<file path="src/rtl/button_debounce.sv">
// Push-button conditioner: two-flop synchronizer plus per-bit stability counter.
// Emits clean levels for the button PIO and one-cycle press/release strobes.
module button_debounce #(
  parameter int WIDTH           = 4,
  parameter int DEBOUNCE_CYCLES = 50000,
  parameter int CNT_W           = 16,
  parameter int ACTIVE_LOW      = 1
) (
  input  logic             clk,
  input  logic             reset,
  input  logic [WIDTH-1:0] button_raw,
  output logic [WIDTH-1:0] button_level,
  output logic [WIDTH-1:0] button_pressed,
  output logic [WIDTH-1:0] button_released
);

  localparam logic             IDLE_BIT    = (ACTIVE_LOW != 0);
  localparam logic             PRESSED_BIT = (ACTIVE_LOW == 0);
  localparam logic [WIDTH-1:0] IDLE        = {WIDTH{IDLE_BIT}};
  localparam logic [CNT_W-1:0] LAST        = CNT_W'(DEBOUNCE_CYCLES - 1);

  // The counter must be able to reach DEBOUNCE_CYCLES-1 without wrapping.
  if (DEBOUNCE_CYCLES < 1 ||
      (longint'(DEBOUNCE_CYCLES) - 64'sd1) > ((64'sd1 <<< CNT_W) - 64'sd1)) begin : g_bad_cfg
    $error("button_debounce: DEBOUNCE_CYCLES out of range for CNT_W");
  end

  logic [WIDTH-1:0] sync1_reg;
  logic [WIDTH-1:0] sync2_reg;

  always_ff @(posedge clk) begin
    if (reset) begin
      sync1_reg <= IDLE;
      sync2_reg <= IDLE;
    end else begin
      sync1_reg <= button_raw;
      sync2_reg <= sync1_reg;
    end
  end

  genvar gi;
  generate
    for (gi = 0; gi < WIDTH; gi++) begin : g_bit
      logic [CNT_W-1:0] cnt_reg, cnt_next;
      logic             level_reg, level_next;
      logic             pressed_reg, pressed_next;
      logic             released_reg, released_next;

      always_comb begin
        cnt_next      = cnt_reg;
        level_next    = level_reg;
        pressed_next  = 1'b0;
        released_next = 1'b0;
        if (sync2_reg[gi] == level_reg) begin
          cnt_next = '0;
        end else if (cnt_reg == LAST) begin
          // Input has differed from the level long enough: accept it.
          level_next = sync2_reg[gi];
          cnt_next   = '0;
          if (sync2_reg[gi] == PRESSED_BIT) begin
            pressed_next = 1'b1;
          end else begin
            released_next = 1'b1;
          end
        end else begin
          cnt_next = cnt_reg + 1'b1;
        end
      end

      always_ff @(posedge clk) begin
        if (reset) begin
          cnt_reg      <= '0;
          level_reg    <= IDLE_BIT;
          pressed_reg  <= 1'b0;
          released_reg <= 1'b0;
        end else begin
          cnt_reg      <= cnt_next;
          level_reg    <= level_next;
          pressed_reg  <= pressed_next;
          released_reg <= released_next;
        end
      end

      assign button_level[gi]    = level_reg;
      assign button_pressed[gi]  = pressed_reg;
      assign button_released[gi] = released_reg;
    end
  endgenerate

endmodule
</file>
<file path="config.mk">
export PLATFORM = sky130hd
export DESIGN_NAME = button_debounce
export DESIGN_NICKNAME = d
export VERILOG_FILES = /design/src/rtl/button_debounce.sv
export SDC_FILE = /design/constraint.sdc
export NUM_CORES = 1
export LEC_CHECK = 0
export CORE_MARGIN = 2
export CORE_UTILIZATION = 59
export DETAILED_ROUTE_END_ITERATION = 10
export HOLD_SLACK_MARGIN = 0.15
export PLACE_DENSITY = 0.81
export SLEW_MARGIN = 20
export SYNTH_ARGS = -nofsm -noshare
export SYNTH_HDL_FRONTEND = slang
export SYNTH_SLANG_ARGS = --single-unit
</file>
<file path="constraint.sdc">
create_clock -name clk -period 2.1 [get_ports clk]
set_input_delay 0.21 -clock clk [delete_from_list [all_inputs] [get_ports clk]]
set_output_delay 0.21 -clock clk [all_outputs]
set_load 0.05 [all_outputs]
</file>
[After elaboration in Yosys (flattened, before gate mapping)]
Cells that the tools add are included.
Storage, ports and cells
  bits in registers: 84
Cells by class
  $add $sub $neg: 4
  reduce and logical (&&, ||, !) cells: 12
  mux-type cells: 8
  equality and inequality tests: 8
  bitwise gates (word level): 8
Operators by type and width (count)
  adder 16 x 1 -> 16 bit (second input constant): 4
  == test 16 bit (second input constant): 4
  OR reduction 3 bit: 8
  two-way mux 1 bit: 8
  inverter 1 bit: 8
  AND reduction 2 bit: 4
  == test 1 bit: 4

[Logic depth before layout (Yosys ltp)]
Gate-level depths: netlist of run 1.
  depth after elaboration: 3
  gate-level depth with buffers: 7
  gate-level depth less buffers: 5

[Worst setup path after synthesis of run 1]
No wires, ideal clock.
  path type: register -> register
  start: register g_bit[0].cnt_reg[12]
  end: register g_bit[0].level_reg
  clock period less this slack: 1855 ps
  setup slack: 245 ps
  library setup time: 120 ps
  data arrival time: 1735 ps
  data required time: 1980 ps
  stages on the path, launching flop included: 5
  buffers on the path: 1
  path through: dfxtp_1 -> or4_1 -> or4_4 -> buf_6 -> a211o_1
On the way
  longest elaborated chain between the ends: 2
RTL lines
  start, declared: RTL line 44  | logic [CNT_W-1:0] cnt_reg, cnt_next;
  start signal, assigned: RTL line 77  | cnt_reg <= cnt_next;
  == test 16 bit: RTL line 56  | end else if (cnt_reg == LAST) begin
  AND reduction 2 bit (no source line)
  end signal, assigned: RTL line 78  | level_reg <= level_next;
  end, declared: RTL line 45  | logic level_reg, level_next;
Every way passes these cells.
A chain may end at the register's enable or synchronous reset.

[Final worst setup path of run 1]
  start: register g_bit[2].cnt_reg[5]
  end: register g_bit[2].cnt_reg[13]
On the way
  longest elaborated chain between the ends: 2
  elaborated cells on any way between the ends: 3
  classes of those cells: 1 x add/sub; 1 x eq/ne; 1 x reduce/logical
RTL lines (RTL line)
  start, declared: 44
  start signal, assigned: 77
  branches (longest 2 deep; another with adder 16 x 1 -> 16 bit)
Parallel ways; which one is timed is not known.

==> results of run 1 <==
==> worst paths after layout <==
| path | end | depth (start not counted) | slack [ns] |
|---|---|---|---|
| setup / recovery | g_bit[2].cnt_reg[13] | 4 | 0.13 |
| hold / removal | sync2_reg[2] | 1 | 0.41 |
| setup reg to reg | g_bit[2].cnt_reg[13] | 4 | 0.13 |
| hold reg to reg | sync2_reg[2] | 1 | 0.41 |
==> through the flow <==
step / cell area [um^2] / hold slack, ns
2_1_floorplan: 3550 / 0.314
3_3_place_gp: 3740 / 0.393
3_5_place_dp: 3740 / 0.395
4_1_cts: 3930 / 0.405
5_1_grt: 3930 / 0.414
6_report: 3930 / 0.406
==> synthesized netlist by cell type, drive strengths merged <==
cell | instances | share of area (%)
or3 | 1 | 0.18
nand2 | 16 | 1.9
o31ai | 1 | 0.21
nand4 | 16 | 2.8
nand3 | 24 | 3.4
xnor2 | 45 | 11
ha | 4 | 1.4
o21ai | 3 | 0.42
nor2 | 78 | 8.2
a21oi | 3 | 0.42
xor2 | 12 | 3.0
or4b | 2 | 0.56
nor3 | 15 | 2.1
nor4bb | 2 | 0.56
or2b | 1 | 0.25
nand2b | 2 | 0.35
nand4b | 2 | 0.49
inv | 11 | 1.2
a211o | 3 | 0.74
and3 | 8 | 1.4
nand3b | 1 | 0.21
nor4b | 2 | 0.49
nor2b | 1 | 0.18
or4 | 3 | 0.74
nor4 | 15 | 3.1
or2 | 9 | 1.6
dfxtp | 84 | 47
buf | 15 | 3.5
clkbuf | 5 | 0.53
and4 | 5 | 1.2
a31oi | 1 | 0.18
or4bb | 1 | 0.32
==> cells by family after synthesis <==
kind of cell             after synthesis
AND/OR/NAND/NOR                      204
flip-flops                            84
XOR/XNOR                              57
buffers and inverters                 31
AO/OA/AOI/OAI                         11
adder cells (fa/ha/maj)                4
==> worst register-to-register path: cells and delay by family, from the launching register on <==
| kind | cells | cell delay (ns) |
|---|---|---|
| flip-flops | 1 | 0.37 |
| AND/OR/NAND/NOR | 4 | 1.48 |
==> layer usage <==
layer / vias up / GRT usage [%] / wire length, um
met5: - / 0 / 0
met4: 0 / 7.83 / 95
li1: 1358 / - / -
met2: 43 / 32.5 / 2880
met3: 11 / 5.93 / 248
met1: 1212 / 24.8 / 2980
==> final cells by class <==
| cell class | instances | area [um^2] |
|---|---|---|
| repair buffers | 26 | 238 |
| inverters | 11 | 41.3 |
| fillers | 476 | 1960 |
| clock buffers | 10 | 138 |
| well taps | 75 | 93.8 |
| multi-input cells | 276 | 1690 |
| flip-flops and latches | 84 | 1680 |
| clock inverters | 6 | 46.3 |
==> power breakdown <==
group	total, mW	switching, mW	internal (mW)
Combinational	0.0424	0.0219	0.0205
Sequential	1.61	0.00561	1.60
Clock	1.05	0.583	0.470
Total	2.70	0.611	2.09
==> layout by cell type (no fill, tap or decap), types with 2 or more instances in the layout <==
cell             synthesis  final
and4_1                   5      5
nand3_1                 24     24
and3_1                   7      7
xnor2_1                 45     45
clkbuf_8                 0     10
nand2b_1                 2      2
clkdlybuf4s50_1          0     17
nor4bb_1                 2      2
nor2_1                  78     78
ha_1                     4      4
nand4_1                 16     16
buf_4                   12      9
nand4b_1                 2      2
nand2_1                 15     15
nor4b_1                  2      2
clkinvlp_4               0      2
or2_2                    9      9
nor3_1                  15     15
or4_1                    2      2
o21ai_0                  2      2
a21oi_1                  3      3
inv_1                   11     11
xor2_1                  12     12
nor4_1                  14     14
inv_6                    0      2
a211o_1                  3      3
dfxtp_1                 84     84
==> impl_metrics.tcl, run 1 <==
set metrics [dict create \
    grt_pass1_wl_mm 10.4 \
    placementRows 28 \
    die_h_um 81.6 \
    wl_mm 6.21 \
    place_inst 472 \
    critPathSlowestCell "or4b_2" \
    slew_headroom_pct 66.8 \
    cts_root_buf "clkbuf_8" \
    finClkSkew_ns 0.00843 \
    ir_worst_vdd_v 0.000509 \
    antenna_found_initial 0 \
    fin_util_pct 66.7 \
    synth_adder_area_share_pct 1.41 \
    cts_resized 0 \
    ys_warn_count 0 \
    outcome "finished, final reports clean" \
    place_ws_ns 0.137 \
    synth-seq-cells 84 \
    viasPerCell 5.38 \
    final_cells 488 \
    crit_chain "or4b_2, nor4_4, or2b_2, nor2_1" \
    startpoint_type "register" \
    slew_violations 0 \
    critPathBufInv 0 \
    finalCritPeriodShare_pct 93.9 \
    dr.pass1.iters 4 \
    finalCriticalPeriod_ns 1.97 \
    numCtsBuffers 9 \
    setup_viol 0 \
    drtAntennaViolNets 0 \
    routabilityCongestion 0.787 \
    track_usage_pct 19.9 \
    cts_hold_buf 0 \
    gr-total-overflow 0 \
    cp_max_fo 15 \
    htreeDepth 3 \
    regToRegStartpoint "g_bit[2].cnt_reg[5]" \
    num_vias 2624 \
    cts_setup_buffers 0 \
    synth_area_um2 3550 \
    crit_start "g_bit[2].cnt_reg[5]" \
    synth-simple-area-share_pct 30.1 \
    diodes 0 \
    hold_violations 0 \
    p_leak_nw 1.22 \
    start_util_pct 60.4 \
    required_ns 2.33 \
    syn_area_per_cell_um2 9.09 \
    cp_top_family "simple AND/OR/NAND/NOR gates" \
    drc 0 \
    path_clk_slew_ns 0.09 \
    clockBufferDepth 2 \
    io_buffers 17 \
    core_area_um2 5890 \
    criticalPathCategory "reg -> reg" \
    die_w_um 81.6 \
    ys_seq_area_share_pct 47.3 \
    insertion_delay_ns 0.35 \
    worst_slack_ns 0.128 \
    fmax_mhz 507 \
    cp.arrival_ns 2.21 \
    min_path_type "reg -> reg" \
    p_total_mw 2.70 \
    clock_sinks 84 \
    wl_per_cell_um 12.7 \
    synth_compound_area_share_pct 1.97 \
    max_stage_delay_ns 0.68 \
    rsz0062_at_grt "false" \
    p_per_area_nw_per_um2 688 \
    hpwl_mm 4.31 \
    die-area_um2 6660 \
    nNetsFinal 418 \
    syn2layout_area_growth_pct 10.5 \
    grt_pass1_vias 2459 \
    ioPinCount 18 \
    synth.distinct_cells 39 \
    largest_register_ffs 64 \
    drtIter0Drc 78 \
    synth_top_family_by_area "simple AND/OR/NAND/NOR gates" \
    synth_mux_area_share_pct 0 \
    grt_max_degree 22 \
    synth-xor-area-share_pct 14.0 \
    drive_above_1_share_pct 9.69 \
    hp-start "sync1_reg[2]" \
    timing.setup.tns_ns 0 \
    syn_inst 391 \
    cap_violations 0 \
    cp-end-kind "register" \
    tightestPinTransition_ns 0.497 \
    syn-num-nets 401 \
    cts_tree "built" \
]
No activity file was read; power rests on OpenSTA's default activity.
==> run 2, diff against run 1 <==
--- a/config.mk
+++ b/config.mk
@@ -6,10 +6,10 @@
 export NUM_CORES = 1
 export LEC_CHECK = 0
 export CORE_MARGIN = 2
-export CORE_UTILIZATION = 59
+export CORE_UTILIZATION = 53
 export DETAILED_ROUTE_END_ITERATION = 10
 export HOLD_SLACK_MARGIN = 0.15
-export PLACE_DENSITY = 0.81
+export PLACE_DENSITY = 0.77
 export SLEW_MARGIN = 20
 export SYNTH_ARGS = -nofsm -noshare
 export SYNTH_HDL_FRONTEND = slang
==> constraint.sdc (replaced) <==
create_clock -name clk -period 1.7 [get_ports clk]
set_input_delay 0.17 -clock clk [delete_from_list [all_inputs] [get_ports clk]]
set_output_delay 0.17 -clock clk [all_outputs]
set_load 0.05 [all_outputs]
==> run 2 against run 1 <==
Effect of this change: the run now ends with setup timing left; sequential power grew 23%; core utilization decreased by 1.5 points; die area rose by 11%; cell count up 4.1%; non-clock buffer count up 17; maximum frequency increased by 10%; setup slack lost 0.22 ns; sequential cell count did not move; critical path type unchanged.
==> impl_metrics.tcl, run 2 (same netlist as run 1, synthesis figures left out) <==
set metrics [dict create \
    crit_chain "or4bb_1, or4_4, a211o_1" \
    numCtsBuffers 9 \
    finalCritPeriodShare_pct 105 \
    largest_register_ffs 64 \
    setup_viol 17 \
    reg2reg_slack_ns -0.09 \
    die-area_um2 7380 \
    p_per_area_nw_per_um2 863 \
    diodes 0 \
    criticalPathCategory "reg -> reg" \
    final_common_cell "dfxtp_1" \
    slew_headroom_pct 66.9 \
    dr.pass1.iters 6 \
    path_clk_slew_ns 0.09 \
    core_area_um2 6420 \
    track_usage_pct 18.7 \
    cts_root_buf "clkbuf_8" \
    wl_mm 6.24 \
    ir_worst_vdd_v 0.000688 \
    clock_sinks 84 \
    routabilityCongestion 0.803 \
    grt_pass1_wl_mm 11.0 \
    rsz0062_at_grt "true" \
    drtIter0Drc 95 \
    hp-start "button_raw[2]" \
    gr-total-overflow 0 \
    cts_hold_buf 0 \
    final_cell_mix "dfxtp_1 (78), nor2_1 (68), xnor2_1 (45)" \
    fin_util_pct 65.2 \
    viasPerCell 5.33 \
    regArea_um2 1690 \
    grt_max_degree 24 \
    seqPwrFrac_pct 54.9 \
    finalCriticalPeriod_ns 1.79 \
    critPathSlowestCell "or4_4" \
    intPower_mw 2.84 \
    clockBufferDepth 2 \
    startpoint_type "register" \
    outcome "complete, but fails checks" \
    cap_violations 0 \
    r2r_cells 3 \
    required_ns 1.94 \
    wl_per_cell_um 12.3 \
    io_buffers 17 \
    p_leak_nw 1.37 \
    finClkSkew_ns 0.00571 \
    swShare_pct 21.4 \
    htreeDepth 3 \
    max_stage_delay_ns 0.58 \
    p_switching_uw 773 \
    comb_power_share_pct 1.7 \
    timing.setup.tns_ns -0.886 \
    crit_start "g_bit[0].cnt_reg[4]" \
    hpwl_mm 4.36 \
    place_area_um2 3880 \
    drive_above_1_share_pct 19.3 \
    drtAntennaViolNets 0 \
    cp-end-kind "register" \
    endpoint "g_bit[0].level_reg" \
    slew_violations 0 \
    die_h_um 85.9 \
    grt_pass1_vias 2544 \
    regToRegStartpoint "g_bit[0].cnt_reg[4]" \
    ioPinCount 18 \
    syn2layout_area_growth_pct 17.8 \
    design_area_um2 4190 \
    cts_tree "built" \
    r2r-end "g_bit[0].level_reg" \
    multi_input_area_um2 1770 \
    start_util_pct 55.3 \
    insertion_delay_ns 0.35 \
    placementRows 29 \
    violations "setup timing" \
    fmax_mhz 559 \
    worst_slack_ns -0.0900 \
    hold_violations 0 \
    drc 0 \
    cp_max_fo 6 \
    min_path_type "in -> reg" \
    cp.arrival_ns 2.03 \
    fillCellCount 524 \
    num_vias 2710 \
    tightestPinTransition_ns 0.495 \
    nNetsFinal 436 \
    antenna_found_initial 0 \
    clock_power_share_pct 43.4 \
    die_w_um 85.9 \
]
[run 2: worst min path at each step]
stage          slack (ns)  cells past startpoint            to
6_report             0.38                      2  sync1_reg[2]
5_1_grt              0.39                      2  sync1_reg[1]
4_1_cts              0.36                      2  sync1_reg[2]
3_5_place_dp         0.40                      1  sync2_reg[3]
3_3_place_gp         0.39                      1  sync2_reg[3]
2_1_floorplan        0.27                      1  sync1_reg[0]
[run 2: layout make-up]
type / instances / share of cell area (%)
clock buffer: 9 / 2.96
multi-input combinational: 277 / 42.2
timing repair buffer: 43 / 8.76
clock inverter: 7 / 2.42
inverter: 11 / 0.986
tap: 77 / 2.30
sequential: 84 / 40.3
[run 2: per-layer routing]
metal	part of all wire [%]	track usage, %
met1	49	23.1
met5	0	0
met3	3.4	4.04
met4	2.0	9.96
met2	46	30.4
[run 2: timing repair]
item                       in CTS  in global routing
gates cloned                    1                  0
pin swaps                       2                 15
setup endpoints to repair      33                 52
resized for setup               3                 19
setup buffers                   0                  1
[run 2: critical path: cells and delay by family (launching register included)]
kind	cells	cell delay, ns
flops	1	0.33
simple gates	2	1.07
compound gates	1	0.28
[run 2: through the flow]
stage | power [mW] | setup slack, ns | cells | hold WS, ns
detailed placement | 2.09 | -0.0692 | 490 | 0.398
global route | 3.72 | -0.157 | 508 | 0.386
CTS | 3.65 | -0.0961 | 507 | 0.364
global placement | 2.09 | -0.0375 | 490 | 0.392
finish | 3.61 | -0.0900 | 508 | 0.375
floorplan | 2.06 | -0.101 | 391 | 0.274
[run 2: power groups by stage]
stage	clock network (mW)	logic, mW	registers [mW]
6_report	1.57	0.0609	1.98
4_1_cts	1.60	0.0591	1.98
5_1_grt	1.67	0.0674	1.99
2_1_floorplan	0	0.0329	2.03
3_3_place_gp	0	0.0564	2.03
3_5_place_dp	0	0.0577	2.03
